$ cat config.mk
export PLATFORM = sky130hd
export DESIGN_NAME = inst_loader_flat
export DESIGN_NICKNAME = d
export VERILOG_FILES = /design/src/rtl/inst_loader_pkg.sv /design/src/rtl/inst_loader_if.sv /design/src/rtl/inst_loader_byte_packer.sv /design/src/rtl/inst_loader.sv /design/src/flat_wrapper.sv
export SDC_FILE = /design/constraint.sdc
export NUM_CORES = 1
export LEC_CHECK = 0
export CORE_ASPECT_RATIO = 0.9
export CORE_MARGIN = 5
export CORE_UTILIZATION = 55
export CTS_CLUSTER_DIAMETER = 80
export CTS_CLUSTER_SIZE = 10
export DETAILED_ROUTE_END_ITERATION = 10
export GPL_ROUTABILITY_DRIVEN = 0
export PLACE_DENSITY = 0.81
export SLEW_MARGIN = 20
export SYNTH_ARGS = -nofsm -noshare
export SYNTH_HDL_FRONTEND = slang
export SYNTH_HIERARCHICAL = 1
export SYNTH_SLANG_ARGS = --single-unit
$ cat constraint.sdc
create_clock -name i_clock -period 3.8 [get_ports i_clock]
set_clock_uncertainty 0.05 [all_clocks]
set_input_delay 0.57 -clock i_clock [delete_from_list [all_inputs] [get_ports i_clock]]
set_output_delay 0.57 -clock i_clock [all_outputs]
set_load 0.01 [all_outputs]
$ cat src/rtl/inst_loader_pkg.sv
// Shared definitions for the program-load path: FSM state encoding, default
// widths and the instruction word that ends a load.
package inst_loader_pkg;

    localparam int ADDRWIDTH = 8;
    localparam int UART_BITS = 8;
    localparam int WORD_BITS = 32;

    localparam logic [WORD_BITS-1:0] HALT_WORD_DEF = 32'hFFFF_FFFF;

    typedef enum logic [2:0] {
        ST_IDLE  = 3'd0,
        ST_RECV  = 3'd1,
        ST_WRITE = 3'd2,
        ST_DONE  = 3'd3,
        ST_ERR   = 3'd4
    } state_t;

endpackage

$ cat src/rtl/inst_loader_if.sv
// Bundle between the debug unit (UART bytes, start pulse) and the loader's
// instruction-memory write port and status outputs.
interface inst_loader_if
    import inst_loader_pkg::*;
#(
    parameter int N_BITS  = UART_BITS,
    parameter int NB_DATA = WORD_BITS,
    parameter int NB_ADDR = ADDRWIDTH
);
    logic               i_start;
    logic               i_rx_done;
    logic [N_BITS-1:0]  i_rx_data;
    logic [NB_DATA-1:0] o_inst_load;
    logic [NB_ADDR-1:0] o_address;
    logic               o_en_write;
    logic               o_busy;
    logic               o_done;
    logic               o_error;
    logic [NB_ADDR:0]   o_count;

    modport master (
        output i_start, i_rx_done, i_rx_data,
        input  o_inst_load, o_address, o_en_write, o_busy, o_done, o_error, o_count
    );

    modport slave (
        input  i_start, i_rx_done, i_rx_data,
        output o_inst_load, o_address, o_en_write, o_busy, o_done, o_error, o_count
    );
endinterface

$ cat src/rtl/inst_loader_byte_packer.sv
// Shifts received bytes into an instruction word, first byte in the MSB, and
// flags the strobe that completes a word. The completed word is presented
// combinationally alongside word_valid so the caller can register it on the
// same edge that accepts the last byte.
module inst_loader_byte_packer
    import inst_loader_pkg::*;
#(
    parameter int NB_DATA = WORD_BITS,
    parameter int N_BITS  = UART_BITS
) (
    input  logic               clk,
    input  logic               rst,
    input  logic               clear,
    input  logic               enable,
    input  logic               rx_done,
    input  logic [N_BITS-1:0]  rx_data,
    output logic [1:0]         byte_cnt,
    output logic               word_valid,
    output logic [NB_DATA-1:0] word
);
    logic [NB_DATA-1:0] shreg;

    assign word       = {shreg[NB_DATA-N_BITS-1:0], rx_data};
    assign word_valid = enable && rx_done && (byte_cnt == 2'd3);

    // Accept one byte per strobe; clear drops any partial word and wins over a byte.
    always_ff @(posedge clk) begin
        if (rst || clear) begin
            shreg    <= '0;
            byte_cnt <= 2'd0;
        end else if (enable && rx_done) begin
            shreg    <= word;
            byte_cnt <= byte_cnt + 2'd1;
        end
    end

endmodule

$ cat src/rtl/inst_loader.sv
// Program loader: packs UART bytes into instruction words and writes them to
// consecutive instruction-memory addresses starting at 0. A HALT word ends the
// load successfully; running past the last address or stalling mid-word ends
// it with an error. A new start pulse from DONE or ERR begins a fresh load.
module inst_loader
    import inst_loader_pkg::*;
#(
    parameter int                 NB_DATA        = WORD_BITS,
    parameter int                 N_BITS         = UART_BITS,
    parameter int                 NB_ADDR        = ADDRWIDTH,
    parameter logic [NB_DATA-1:0] HALT_WORD      = HALT_WORD_DEF,
    parameter int                 TIMEOUT_CYCLES = 50000000,
    parameter int                 NB_TMO         = 26
) (
    input  logic         i_clock,
    input  logic         i_reset,
    inst_loader_if.slave bus
);
    localparam logic [NB_TMO-1:0] TMO_LAST = NB_TMO'(TIMEOUT_CYCLES - 1);

    state_t             state;
    logic [NB_ADDR-1:0] address;
    logic [NB_TMO-1:0]  tmo_cnt;
    logic [1:0]         byte_cnt;
    logic               word_valid;
    logic [NB_DATA-1:0] word;

    logic start_ok;
    logic write_last;
    logic packer_en;
    logic packer_clear;
    logic tmo_expire;

    // Start is only honoured when no load is in progress.
    assign start_ok = bus.i_start &&
                      ((state == ST_IDLE) || (state == ST_DONE) || (state == ST_ERR));

    // The WRITE cycle that ends the load (HALT or last address) must not keep
    // a byte arriving alongside it.
    assign write_last = (state == ST_WRITE) &&
                        ((bus.o_inst_load == HALT_WORD) || (&address));

    assign packer_en    = (state == ST_RECV) || ((state == ST_WRITE) && !write_last);
    assign packer_clear = start_ok || write_last;

    // A partial word that sees no byte for TIMEOUT_CYCLES clocks is abandoned.
    assign tmo_expire = (state == ST_RECV) && (byte_cnt != 2'd0) &&
                        !bus.i_rx_done && (tmo_cnt == TMO_LAST);

    inst_loader_byte_packer #(
        .NB_DATA (NB_DATA),
        .N_BITS  (N_BITS)
    ) u_packer (
        .clk        (i_clock),
        .rst        (i_reset),
        .clear      (packer_clear),
        .enable     (packer_en),
        .rx_done    (bus.i_rx_done),
        .rx_data    (bus.i_rx_data),
        .byte_cnt   (byte_cnt),
        .word_valid (word_valid),
        .word       (word)
    );

    // Load FSM with registered write port and status outputs.
    always_ff @(posedge i_clock) begin
        if (i_reset) begin
            state           <= ST_IDLE;
            address         <= '0;
            bus.o_inst_load <= '0;
            bus.o_address   <= '0;
            bus.o_en_write  <= 1'b0;
            bus.o_busy      <= 1'b0;
            bus.o_done      <= 1'b0;
            bus.o_error     <= 1'b0;
            bus.o_count     <= '0;
        end else begin
            bus.o_en_write <= 1'b0;
            unique case (state)
                ST_IDLE, ST_DONE, ST_ERR: begin
                    if (start_ok) begin
                        state       <= ST_RECV;
                        address     <= '0;
                        bus.o_count <= '0;
                        bus.o_busy  <= 1'b1;
                        bus.o_done  <= 1'b0;
                        bus.o_error <= 1'b0;
                    end
                end
                ST_RECV: begin
                    if (word_valid) begin
                        state           <= ST_WRITE;
                        bus.o_en_write  <= 1'b1;
                        bus.o_inst_load <= word;
                        bus.o_address   <= address;
                    end else if (tmo_expire) begin
                        state       <= ST_ERR;
                        bus.o_busy  <= 1'b0;
                        bus.o_error <= 1'b1;
                    end
                end
                ST_WRITE: begin
                    bus.o_count <= bus.o_count + (NB_ADDR+1)'(1);
                    if (bus.o_inst_load == HALT_WORD) begin
                        state      <= ST_DONE;
                        bus.o_busy <= 1'b0;
                        bus.o_done <= 1'b1;
                    end else if (&address) begin
                        state       <= ST_ERR;
                        bus.o_busy  <= 1'b0;
                        bus.o_error <= 1'b1;
                    end else begin
                        state   <= ST_RECV;
                        address <= address + NB_ADDR'(1);
                    end
                end
                default: begin
                    state      <= ST_IDLE;
                    bus.o_busy <= 1'b0;
                end
            endcase
        end
    end

    // Idle-clock counter between bytes of one word; restarts on every byte.
    always_ff @(posedge i_clock) begin
        if (i_reset || (state != ST_RECV) || (byte_cnt == 2'd0) || bus.i_rx_done) begin
            tmo_cnt <= '0;
        end else if (!tmo_expire) begin
            tmo_cnt <= tmo_cnt + NB_TMO'(1);
        end
    end

endmodule

$ cat src/flat_wrapper.sv
// flat-port wrapper written by rule: the top's interface ports become plain ports
module inst_loader_flat import inst_loader_pkg::*;
#(
    parameter int                 NB_DATA        = WORD_BITS,
    parameter int                 N_BITS         = UART_BITS,
    parameter int                 NB_ADDR        = ADDRWIDTH,
    parameter logic [NB_DATA-1:0] HALT_WORD      = HALT_WORD_DEF,
    parameter int                 TIMEOUT_CYCLES = 50000000,
    parameter int                 NB_TMO         = 26
)
  (i_clock, i_reset, bus_i_start, bus_i_rx_done, bus_i_rx_data, bus_o_inst_load, bus_o_address, bus_o_en_write, bus_o_busy, bus_o_done, bus_o_error, bus_o_count);
  inst_loader_if #(.N_BITS(N_BITS), .NB_DATA(NB_DATA), .NB_ADDR(NB_ADDR)) bus_i ();
  input  logic i_clock;
  input  logic i_reset;
  input wire logic [$bits(bus_i.i_start)-1:0] bus_i_start;
  input wire logic [$bits(bus_i.i_rx_done)-1:0] bus_i_rx_done;
  input wire logic [$bits(bus_i.i_rx_data)-1:0] bus_i_rx_data;
  output wire logic [$bits(bus_i.o_inst_load)-1:0] bus_o_inst_load;
  output wire logic [$bits(bus_i.o_address)-1:0] bus_o_address;
  output wire logic [$bits(bus_i.o_en_write)-1:0] bus_o_en_write;
  output wire logic [$bits(bus_i.o_busy)-1:0] bus_o_busy;
  output wire logic [$bits(bus_i.o_done)-1:0] bus_o_done;
  output wire logic [$bits(bus_i.o_error)-1:0] bus_o_error;
  output wire logic [$bits(bus_i.o_count)-1:0] bus_o_count;
  assign bus_i.i_start = bus_i_start;
  assign bus_i.i_rx_done = bus_i_rx_done;
  assign bus_i.i_rx_data = bus_i_rx_data;
  assign bus_o_inst_load = bus_i.o_inst_load;
  assign bus_o_address = bus_i.o_address;
  assign bus_o_en_write = bus_i.o_en_write;
  assign bus_o_busy = bus_i.o_busy;
  assign bus_o_done = bus_i.o_done;
  assign bus_o_error = bus_i.o_error;
  assign bus_o_count = bus_i.o_count;
  inst_loader #(.NB_DATA(NB_DATA), .N_BITS(N_BITS), .NB_ADDR(NB_ADDR), .HALT_WORD(HALT_WORD), .TIMEOUT_CYCLES(TIMEOUT_CYCLES), .NB_TMO(NB_TMO)) u_core (.i_clock(i_clock), .i_reset(i_reset), .bus(bus_i));
endmodule
# Word-level counts from Yosys, hierarchy flattened

Index checks and enable logic that the tools add are counted.

Multipliers: 0
$add $sub $neg: 4
Reduce and logical (&&, ||, !) cells: 34
Shift operators: 0
Equal/unequal tests: 17
Div/mod/pow operators: 0
Mux-type cells: 27
$lt $le $gt $ge: 0
Bitwise operators: 1

Operators with widths:

| kind                                                                    | number |
|---|---|
| 32-bit == test, second input constant                                   | 1 |
| 26-bit by 1-bit adder with 26-bit output, second input constant         | 1 |
| 26-bit == test, second input constant                                   | 1 |
| 8-bit 2-to-1 mux                                                        | 3 |
| 9-bit case mux with 2 select lines                                      | 1 |
| 8-bit case mux with 2 select lines                                      | 1 |
| 3-bit 2-to-1 mux                                                        | 5 |
| 1-bit 2-to-1 mux                                                        | 12 |
| 2-bit inequality test, second input constant                            | 5 |
| 9-bit by 1-bit adder with 9-bit output, second input constant           | 1 |
| 1-bit logical OR                                                        | 9 |
| 9-bit 2-to-1 mux                                                        | 1 |
| 3-bit case mux with 3 select lines                                      | 1 |
| 8-bit by 1-bit adder with 8-bit output, second input constant           | 1 |
| 1-bit logical AND                                                       | 8 |
| 4-bit AND reduction                                                     | 2 |
| 8-bit AND reduction                                                     | 1 |
| 3-bit by 2-bit == test with 1-bit output, second input constant         | 2 |
| 1-bit case mux with 3 select lines                                      | 2 |
| 2-bit AND reduction                                                     | 3 |
| 6-bit AND reduction                                                     | 1 |
| 2-bit by 1-bit inequality test with 1-bit output, second input constant | 2 |
| 2-bit nonzero test                                                      | 2 |
| 3-bit by 1-bit == test with 1-bit output, second input constant         | 1 |
| other kinds (15)                                                        | 16 |

Memories: 0
Bits in writable memories: 0
Bits in latches: 0
Register bits: 116
ROM bits: 0
Input bits: 12

# Depth between registers and ports, before layout

Word-level depth: 10
Mapped depth: 14
Mapped depth without buffers: 9

# By module

The synthesis kept the hierarchy.

Modules (own cells, without submodules):

| module                  | cells each | instances | sequential area each (sq um) | area each (sq um) |
|---|---|---|---|---|
| inst_loader             | 478        | 1         | 1801.7                       | 3865.0 |
| inst_loader_byte_packer | 130        | 1         | 520.5                        | 1360.1 |

# Worst setup path after synthesis

No wires, ideal clock.

Path kind: flip-flop to flip-flop
Start point: register u_core.bus.o_inst_load[14]
End point: register u_core.bus.o_inst_load[17]
Period minus slack after synthesis: 2.871 ns
Setup slack: 0.929 ns
Path buffers: 5
Cell stages (with the launch flop): 14
Library setup time: 0.132 ns
Arrival time: 2.689 ns
Cell sequence: dfxtp_1 nand4_1 nor4_1 a21o_1 buf_2 nand2_1 buf_6 buf_6 and3_1 and2_1 clkbuf_1 buf_1 nand2_1 a21oi_1

Word-level cells in the longest chain between the ends: 9

RTL lines:

| item                                 | line                          | text |
|---|---|---|
| from (decl)                          | inst_loader_if.sv:28          | `output o_inst_load, o_address, o_en_write, o_busy, o_done, o_error, o_count` |
| from (signal assigned)               | inst_loader.sv:94             | `bus.o_inst_load <= word;` |
| 32-bit == test                       | inst_loader.sv:41             | `((bus.o_inst_load == HALT_WORD) \|\| (&address));` |
| 1-bit logical OR                     | inst_loader.sv:41             |  |
| 1-bit logical AND                    | inst_loader.sv:40             | `assign write_last = (state == ST_WRITE) &&` |
| 1-bit logical NOT                    | inst_loader.sv:43             | `assign packer_en = (state == ST_RECV) \|\| ((state == ST_WRITE) && !write_last);` |
| 1-bit logical AND                    | inst_loader.sv:43             |  |
| 1-bit logical OR                     | inst_loader.sv:43             |  |
| via u_core.packer_en                 | inst_loader.sv:30             | `logic packer_en;` |
| 1-bit logical AND (2 in a row)       | inst_loader_byte_packer.sv:24 | `assign word_valid = enable && rx_done && (byte_cnt == 2'd3);` |
| via u_core.word_valid                | inst_loader.sv:25             | `logic word_valid;` |
| 2-bit AND reduction (no source line) | -                             |  |

The timed path passes the listed nets, and every way through them passes these cells.
A chain may end at the register's enable or synchronous reset.

# Final worst setup path

Start point: register u_core.bus.o_inst_load[21]
End point: register u_core.bus.o_inst_load[5]

The elaborated chain is that of the path after synthesis.

==> run_results.csv <==
group,metric,value,unit
route,wl_per_cell,15.86,µm
flow_run,maxCapViolCount,0,
setup_path,endpoint_kind,"flip-flop",
synthesis,async_flop_share,0,
hold_path,hp-class,"flip-flop to flip-flop",
global_routing,grt.total_usage,0.2193,
global_routing,grt_max_degree,60,
timing,drv_slew,0,
clocking,root_buffer,"clkbuf_8",
setup_path,crit_fanout,38,
route,ant_nets,0,
synthesis,synthTopCellsByArea,"dfxtp_1 (44%), nand2_1 (7.5%), a21oi_1 (6.4%)",
route,drc,0,
synthesis,synth.distinct_cells,56,
synthesis,synthTopCellsByCount,"dfxtp_1 (116), nand2_1 (104), a21oi_1 (67)",
route,drt_pass1_iterations,5,
pwr,power_density,467.9,mW/mm²
clocking,path_clk_slew,60,ps
clocking,postCtsSetupRepairBufs,0,
floorplan,die-area,0.01155,mm²
timing,min_period,2918,ps
floorplan,num_rows,33,
timing,tightest_slew,870.9,ps
setup_path,critPathKind,"flip-flop to flip-flop",
setup_path,cp.required,4180,ps
route,drt-total-wl,12510,µm
global_routing,gr-total-overflow,0,
clocking,insertion_delay,510,ps
clocking,cts.sinks,116,
route,vias,4545,
synthesis,synthCells,608,
global_routing,grt_pass1_wl,20630,µm
route,drt-vias-per-instance,5.760,
route,drtIter0Drc,375,
pwr,power,0.002980,W
final_layout,drive_above_1_share,0.1199,
timing,grt_setup_unrepaired,"no",
clocking,cts_tree,"done",
floorplan,die_w,112.7,µm
setup_path,cp.arrival,3300,ps
pwr,vdd_drop_max,0.0002876,V
timing,max_freq,0.3427,GHz
run_status,status,"completed",
placement,numPortBuffers,64,
synthesis,synth.most_common_cell,"dfxtp_1",
synthesis,netlist.area_leader.share,0.4444,
clocking,cts_max_level,4,
synthesis,netlist_area,0.005225,mm²
floorplan,core,0.009208,mm²
setup_path,crit_path_start_kind,"flip-flop",
floorplan,io-pin-count,65,
clocking,cts_hold_buffers,0,
timing,fin_tns_setup,0,ps
final_layout,layout.cells.non_filler,789,
synthesis,yosysTopAreaCell,"dfxtp_1",
clocking,cts_buffers,17,
floorplan,die_h,102.5,µm
global_routing,antenna_found_initial,0,
synthesis,synth-seq-area-share,0.4444,
synthesis,ys.flop_type,"dfxtp_1",
final_layout,n_fill_cell,708,
timing,setup_viol,0,
placement,postPlaceCellArea,0.005786,mm²
timing,relSlewSlack,0.4194,
synthesis,yosys_warnings,6,
synthesis,ys_ff_latch,116,
synthesis,synth_edf_count,0,
placement,dp.cells,757,
clocking,clockBufferDepth,2,
placement,place_hpwl,7926,µm
global_routing,grt_pass1_vias,4377,
timing,hold-worst-slack,393.5,ps
final_layout,fin_area,0.006369,mm²
pwr,power_leakage,2.010,nW
clocking,ctsResizeCount,0,
synthesis,synth_nets,624,
final_layout,syn2layout_area_growth,21.89,%
final_layout,nets,670,
final_layout,diodes,0,
floorplan,initial_core_util,0.5675,
timing,hold_viol,0,
timing,post-route-period-util,0.7679,
synthesis,syn_avg_cell_area,8.594,µm²
flip-flops by register name (all words and copies together) (netlist names):
register	count
u_core/address	8
u_core/bus.o_address	8
u_core/bus.o_busy	1
u_core/bus.o_count	9
u_core/bus.o_done	1
u_core/bus.o_en_write	1
u_core/bus.o_error	1
u_core/bus.o_inst_load	32
u_core/state	3
u_core/tmo_cnt	26
u_core/u_packer/byte_cnt	2
u_core/u_packer/shreg	24
worst max-delay path, cell delays in order, from the launching register on:
cell and delay (ps):
dfxtp_1 410, nand4_1 110, nor4_1 420, buf_4 240, a21o_1 310, nand2_1 110
and3_1 290, nand2_1 180, buf_4 400, nand2_1 120, a21oi_1 190
stage by stage:
step	setup WS, ps	util
2_1_floorplan	928.7	-
3_3_place_gp	1136	0.6283
3_5_place_dp	1006	0.6283
4_1_cts	934.0	0.6917
5_1_grt	675.5	0.6917
6_report	882.2	0.6917
per-layer routing:
metal	vias to the layer above	global-route usage	wire [µm]
met4	0	0.07856	163
met1	2148	0.2711	5557
met3	23	0.06098	799
met5	-	0	0
li1	2223	-	-
met2	151	0.3702	5993
worst paths after layout:
kind,start,to,slack (ps),cells past startpoint
setup reg to reg,u_core/bus.o_inst_load[21],u_core/bus.o_inst_load[5],880,10
hold / removal,u_core/bus.o_done,u_core/bus.o_done,390,2
hold reg to reg,u_core/bus.o_done,u_core/bus.o_done,390,2
setup / recovery,u_core/bus.o_inst_load[21],u_core/bus.o_inst_load[5],880,10
where the power goes:
group	switching [W]	internal (W)	total, W
Combinational	0.000119	0.0000569	0.000176
Clock	0.000609	0.000949	0.00156
Sequential	0.0000157	0.00123	0.00125
Total	0.000744	0.00224	0.00298
cell usage in the layout (no fill, tap or decap), types with 7 or more instances in the layout:
cell type and count:
nor2_1 32, nor3_1 7, buf_4 10, inv_1 10
nor4_1 8, a21oi_2 23, nand3_1 48, nand2_1 104
xnor2_1 20, a21bo_1 22, clkdlybuf4s50_1 62, dfxtp_1 116
a21oi_1 67, clkbuf_16 16, nand4_1 15
cell families after synthesis:
family                     count (synthesis)  share of synthesized area
DFF                                      116                     0.4444
and+or+nand+nor                          255                     0.2383
adders and majority gates                  4                   0.009579
xor gates and xnor gates                  22                    0.03688
buffers and inverters                     57                    0.06418
AOI/OAI and AO/OA                        154                     0.2067
cell type report:
class                      instances  area [µm²]  area share
tap                              122       152.6     0.02397
clock buffer                      17       414.1     0.06503
multi-input combinational        435        2567      0.4031
inverter                          10       37.54    0.005894
clock inverter                    15       168.9     0.02652
sequential                       116        2322      0.3646
timing repair buffer              74       705.7      0.1108
No activity file was read; power rests on OpenSTA's default activity.
